===== config.mk =====
export PLATFORM = sky130hd
export DESIGN_NAME = if_fetch_flat
export DESIGN_NICKNAME = d
export VERILOG_FILES = /design/src/rtl/if_fetch_if.sv /design/src/rtl/if_fetch.sv /design/src/flat_wrapper.sv
export SDC_FILE = /design/constraint.sdc
export NUM_CORES = 1
export LEC_CHECK = 0
export BUFFER_PORTS_ARGS = -buffer_cell sky130_fd_sc_hd__buf_2
export CAP_MARGIN = 20
export CORE_MARGIN = 5
export CORE_UTILIZATION = 40
export DETAILED_ROUTE_END_ITERATION = 6
export PLACE_DENSITY = 0.63
export SETUP_SLACK_MARGIN = 0.05
export SYNTH_ARGS = -nofsm -noshare
export SYNTH_HDL_FRONTEND = slang
export SYNTH_SLANG_ARGS = --single-unit

===== constraint.sdc =====
create_clock -name clk -period 2.8 [get_ports clk]
set_clock_uncertainty 0.05 [all_clocks]
set_input_delay 0.56 -clock clk [delete_from_list [all_inputs] [get_ports clk]]
set_output_delay 0.56 -clock clk [all_outputs]
set_load 0.01 [all_outputs]

===== src/rtl/if_fetch_if.sv =====
// ---------------------------------------------------------------------------
// if_fetch_if -- byte-wide instruction memory read port | Rev 1.0
// ---------------------------------------------------------------------------
`default_nettype none

interface if_fetch_if;
  logic        mem_req_o;
  logic [31:0] mem_addr_o;
  logic        mem_gnt_i;
  logic [7:0]  mem_byte_i;

  modport master (
    output mem_req_o,
    output mem_addr_o,
    input  mem_gnt_i,
    input  mem_byte_i
  );

  modport slave (
    input  mem_req_o,
    input  mem_addr_o,
    output mem_gnt_i,
    output mem_byte_i
  );
endinterface

`default_nettype wire


===== src/rtl/if_fetch.sv =====
// ---------------------------------------------------------------------------
// if_fetch -- assembles 32-bit LE instructions from a byte port | Rev 1.0
// ---------------------------------------------------------------------------
`default_nettype none

module if_fetch (
  input  logic         clk,
  input  logic         rst,
  input  logic [31:0]  pc_i,
  input  logic         ex_b_flag_i,
  input  logic         stall_i,
  if_fetch_if.master   mem,
  output logic         stall_req_o,
  output logic         inst_valid_o,
  output logic [31:0]  inst_o,
  output logic [31:0]  inst_pc_o
);

  typedef enum logic [1:0] {
    S_IDLE  = 2'd0,
    S_FETCH = 2'd1,
    S_VALID = 2'd2,
    S_FLUSH = 2'd3
  } state_e;

  state_e      state_q;
  logic [31:0] base_q;
  logic [2:0]  issue_cnt_q;
  logic [2:0]  recv_cnt_q;
  logic        rd_pend_q;
  logic [23:0] buf_q;
  logic [31:0] inst_q;
  logic [31:0] inst_pc_q;
  logic        inst_valid_q;
  logic        req_w;

  // A taken branch suppresses the request in the same cycle it is seen.
  assign req_w          = (state_q == S_FETCH) && (issue_cnt_q < 3'd4) && !ex_b_flag_i;
  assign mem.mem_req_o  = req_w;
  assign mem.mem_addr_o = base_q + {29'd0, issue_cnt_q};
  assign stall_req_o    = !((state_q == S_VALID) && !stall_i);

  assign inst_valid_o = inst_valid_q;
  assign inst_o       = inst_q;
  assign inst_pc_o    = inst_pc_q;

  always_ff @(posedge clk or negedge rst) begin
    if (!rst) begin
      state_q      <= S_IDLE;
      base_q       <= 32'd0;
      issue_cnt_q  <= 3'd0;
      recv_cnt_q   <= 3'd0;
      rd_pend_q    <= 1'b0;
      buf_q        <= 24'd0;
      inst_q       <= 32'd0;
      inst_pc_q    <= 32'd0;
      inst_valid_q <= 1'b0;
    end else if (ex_b_flag_i) begin
      state_q      <= S_FLUSH;
      inst_valid_q <= 1'b0;
      issue_cnt_q  <= 3'd0;
      recv_cnt_q   <= 3'd0;
      rd_pend_q    <= 1'b0;
    end else begin
      case (state_q)
        S_IDLE: begin
          base_q      <= pc_i;
          issue_cnt_q <= 3'd0;
          recv_cnt_q  <= 3'd0;
          rd_pend_q   <= 1'b0;
          state_q     <= S_FETCH;
        end
        S_FETCH: begin
          rd_pend_q <= req_w && mem.mem_gnt_i;
          if (req_w && mem.mem_gnt_i) begin
            issue_cnt_q <= issue_cnt_q + 3'd1;
          end
          if (rd_pend_q) begin
            recv_cnt_q <= recv_cnt_q + 3'd1;
            case (recv_cnt_q)
              3'd0:    buf_q[7:0]   <= mem.mem_byte_i;
              3'd1:    buf_q[15:8]  <= mem.mem_byte_i;
              3'd2:    buf_q[23:16] <= mem.mem_byte_i;
              default: begin
                // Fourth byte goes straight into the delivered word.
                inst_q       <= {mem.mem_byte_i, buf_q};
                inst_pc_q    <= base_q;
                inst_valid_q <= 1'b1;
                state_q      <= S_VALID;
              end
            endcase
          end
        end
        S_VALID: begin
          if (!stall_i) begin
            inst_valid_q <= 1'b0;
            state_q      <= S_IDLE;
          end
        end
        S_FLUSH: begin
          rd_pend_q <= 1'b0;
          state_q   <= S_IDLE;
        end
        default: state_q <= S_IDLE;
      endcase
    end
  end

endmodule

`default_nettype wire


===== src/flat_wrapper.sv =====
// flat-port wrapper written by rule: the top's interface ports become plain ports
module if_fetch_flat 
  (clk, rst, pc_i, ex_b_flag_i, stall_i, stall_req_o, inst_valid_o, inst_o, inst_pc_o, mem_mem_req_o, mem_mem_addr_o, mem_mem_gnt_i, mem_mem_byte_i);
  if_fetch_if mem_i ();
  input  logic clk;
  input  logic rst;
  input  logic [31:0] pc_i;
  input  logic ex_b_flag_i;
  input  logic stall_i;
  output logic stall_req_o;
  output logic inst_valid_o;
  output logic [31:0] inst_o;
  output logic [31:0] inst_pc_o;
  output wire logic [$bits(mem_i.mem_req_o)-1:0] mem_mem_req_o;
  output wire logic [$bits(mem_i.mem_addr_o)-1:0] mem_mem_addr_o;
  input wire logic [$bits(mem_i.mem_gnt_i)-1:0] mem_mem_gnt_i;
  input wire logic [$bits(mem_i.mem_byte_i)-1:0] mem_mem_byte_i;
  assign mem_mem_req_o = mem_i.mem_req_o;
  assign mem_mem_addr_o = mem_i.mem_addr_o;
  assign mem_i.mem_gnt_i = mem_mem_gnt_i;
  assign mem_i.mem_byte_i = mem_mem_byte_i;
  if_fetch u_core (.clk(clk), .rst(rst), .pc_i(pc_i), .ex_b_flag_i(ex_b_flag_i), .stall_i(stall_i), .mem(mem_i), .stall_req_o(stall_req_o), .inst_valid_o(inst_valid_o), .inst_o(inst_o), .inst_pc_o(inst_pc_o));
endmodule

==> results.md <==
* Synthesized flop and latch total at 130
* Reg2reg setup slack at 0.45 ns
* HPWL after DPL at 9610 µm
* Reg power frac at 40.4%
* Post-synth cell types at 49
* GPL Wtd Cong at 0.853
* CTS tree: done
* Number of synthesized flops with an enable pin at 0
* Worst-Margin Slew at 0.702 ns
* Total track usage at 16.0%
* Comb pwr share at 16.7%
* Clock latency on the worst-skew pair at 0.42 ns
* Type of destination of the critical path: primary output
* Hold Violations, Final at 0
* Yosys top cell area share at 54.0%
* Crit Path Class: flop to primary output
* Seq/Total Area, Yosys at 54.0%
* Port buffer count at 143
* Final Max Slew Viols at 0
* Per-cell routed wire length at 17.7 µm
* Top FF cell, synth: dfrtp_1
* First-pass detailed-route iteration total at 4
* Peak supply drop at 0.457 mV
* # nets final at 636
* CTS root buf: clkbuf_16
* Largest net degree at the start of global routing at 131
* Final Core Density at 53.8%
* Layout cells sized above 1 at 58.9%
* Total of max-cap violations at 0
* Reg clk slew, reported paths at 0.06 ns
* Tmin final at 2.79 ns
* DRT Wirelength at 13700 µm
* Die footprint at 17600 µm²
* Final cell count without fillers at 775
* Synth Warn # at 0
* Worst Setup SP: u_core.issue_cnt_q[1]$_DFFE_PN0P_
* CP Max Fanout at 3
* Fin crit share at 99.5%
* Initial DRC count at 181
* R2R Path Start: u_core.recv_cnt_q[0]$_DFFE_PN0P_
* Syn nets at 473
* RSZ-0062 raised after global routing: true
* P_int at 4.33 mW
* N_diodes at 0
* Setup WS pre-CTS at 0.184 ns
* Ys async rst share at 100%
* Setup TNS at 0 ns
* Clk pwr share at 42.8%
* Syn-to-layout area delta at 30.8%
* Worst setup margin at 0.0127 ns
* Initial Util at 41.1%
* Core ar. at 14600 µm²
* Die X at 133 µm
* Leading area contributor after synthesis: dfrtp_1
* First-pass GRT wire length at 22200 µm
* Total gr overflow at 0
* PD cells at 748 nW/µm²
* # clock sinks at 130
* Pleak at 4.16 nW
* Max Buffers Root-to-Sink at 2
* Mean Syn Cell Area at 14.5 µm²
* Initial antenna violation count at 0
* P_sw at 1.56 mW
* Hold Path Class: input pin to asynchronous set/reset pin
* Vias after detailed routing at 3942
* H-tree Lvls at 4
* Vias/cell at 5.09
* Remaining DRCs at 0
* CTS Buf Count at 17
* Hold slack at 0.185 ns
* Syn Inst Count at 416
* Die H at 133 µm
* Switch share at 26.5%
* WP data arrival at 2.18 ns
* Placed Area at 6970 µm²
* Number of routed nets with antenna violations at 0
* Sequential cell area at 3260 µm²
* Layout Cell Area excl Fill at 7880 µm²
* Cell Area, Synth at 6030 µm²
* Crit path required time at 2.19 ns
* # setup viols final at 0
* Number of global-route vias before repair at 4222
* Slew margin rel. at 53.2%
* Max Clock Freq at 359 MHz
* Ports at 144
* # fillers at 1221
* Area of the multi-input gates at 2790 µm²
* Pwr Total at 5.90 mW
* Status: complete, no violations
* Cells after DPL at 736
* Crit start category: flop
* Synth area leaders: dfrtp_1, mux2_4, mux2_2
* Row cnt at 44
* Reg2Reg Depth at 7
==> registers in the layout (all words and copies together) (netlist names) <==
register and count:
u_core.base_q 32, u_core.buf_q 24, u_core.inst_o 32, u_core.inst_pc_o 32
u_core.inst_valid_o 1, u_core.issue_cnt_q 3, u_core.rd_pend_q 1, u_core.recv_cnt_q 3
u_core.state_q 2
==> synth_stat cells, types with 3 or more instances <==
cell type,instances
mux2_4,60
xnor2_1,23
dfrtp_1,130
nand3_1,8
mux2_2,58
ha_1,11
xor2_1,7
and2_1,3
inv_1,5
a21oi_1,7
nor2_1,16
buf_6,8
nand4_1,8
nor2b_1,4
and4_1,5
nand2_1,17
buf_2,4
nor3b_1,3
==> placed cells by master (no fill, tap or decap), types with 3 or more instances in the layout <==
cell type,Yosys,routed
nor2b_1,4,3
dfrtp_1,130,124
a21oi_1,7,7
nand4_1,8,8
nand2_1,17,14
clkbuf_16,0,17
clkinv_4,0,4
buf_12,0,4
nor3b_1,3,3
nand3_2,0,6
and4_1,5,3
nand2_2,0,3
xnor2_2,0,4
inv_1,5,5
xor2_1,7,7
buf_4,0,11
ha_4,0,3
mux2_2,58,58
bufinv_16,0,6
ha_1,11,8
nor2_4,0,3
xnor2_1,23,19
nor2_1,16,13
buf_2,4,142
dfrtp_2,0,6
mux2_4,60,60
==> final timing paths <==
check	end
setup reg to reg	u_core.inst_o[9]$_DFFE_PN0P_
hold / removal	u_core.inst_o[19]$_DFFE_PN0P_
min in group clk	u_core.base_q[7]$_DFFE_PN0P_
hold reg to reg	u_core.inst_o[22]$_DFFE_PN0P_
setup / recovery	mem_mem_addr_o[22]
max in group asynchronous	u_core.base_q[15]$_DFFE_PN0P_
==> power groups by stage <==
stage          Combinational [mW]  Sequential, mW  Clock (mW)
6_report                    0.985            2.38        2.53
5_1_grt                      1.07            2.43        2.67
4_1_cts                     0.973            2.37        2.59
3_5_place_dp                0.916            2.39           0
3_3_place_gp                0.901            2.38           0
2_1_floorplan               0.546            2.32           0
==> worst max-delay path, stage by stage, from the launching register on <==
cell and delay (ns):
dfrtp_1 0.42, buf_6 0.14, fa_2 0.38, a21o_1 0.20
and2_4 0.18, nand4_1 0.13, xnor2_2 0.14, buf_2 0.16
==> layer usage <==
metal / up-vias / GRT usage, % / routed length (µm)
li1: 1824 / - / -
met4: 0 / 6.58 / 299
met5: - / 0 / 0
met1: 1961 / 19.4 / 5880
met3: 27 / 7.29 / 1060
met2: 130 / 24.8 / 6440
==> layout make-up <==
type,instances,share of cell area [%]
sequential,130,41.4
multi-input combinational,266,35.4
timing repair buffer,159,11.4
clock buffer,19,5.75
clock inverter,12,2.92
tap,184,2.92
inverter,5,0.238
==> cells by family (layout without fill, tap and decap cells) <==
family | after synthesis | count (layout) | share of synthesized area (%)
flip-flops | 130 | 130 | 54.0
multiplexers | 121 | 121 | 26.3
AND/OR/NAND/NOR | 79 | 79 | 7.56
XOR/XNOR | 31 | 31 | 4.63
AO/OA/AOI/OAI | 23 | 23 | 2.55
buffers and inverters | 20 | 195 | 2.33
adder cells (fa/ha/maj) | 12 | 12 | 2.62
==> timing repair <==
action / 4_1_cts / 5_1_grt
pin swaps: 13 / 7
gates cloned: 0 / 0
hold buffers: 0 / 0
gates resized for setup: 27 / 12
hold endpoints to repair: 0 / 0
setup buffers: 6 / 2
setup endpoints to repair: 26 / 24
Note: power is estimated with default switching activity, not from simulation.
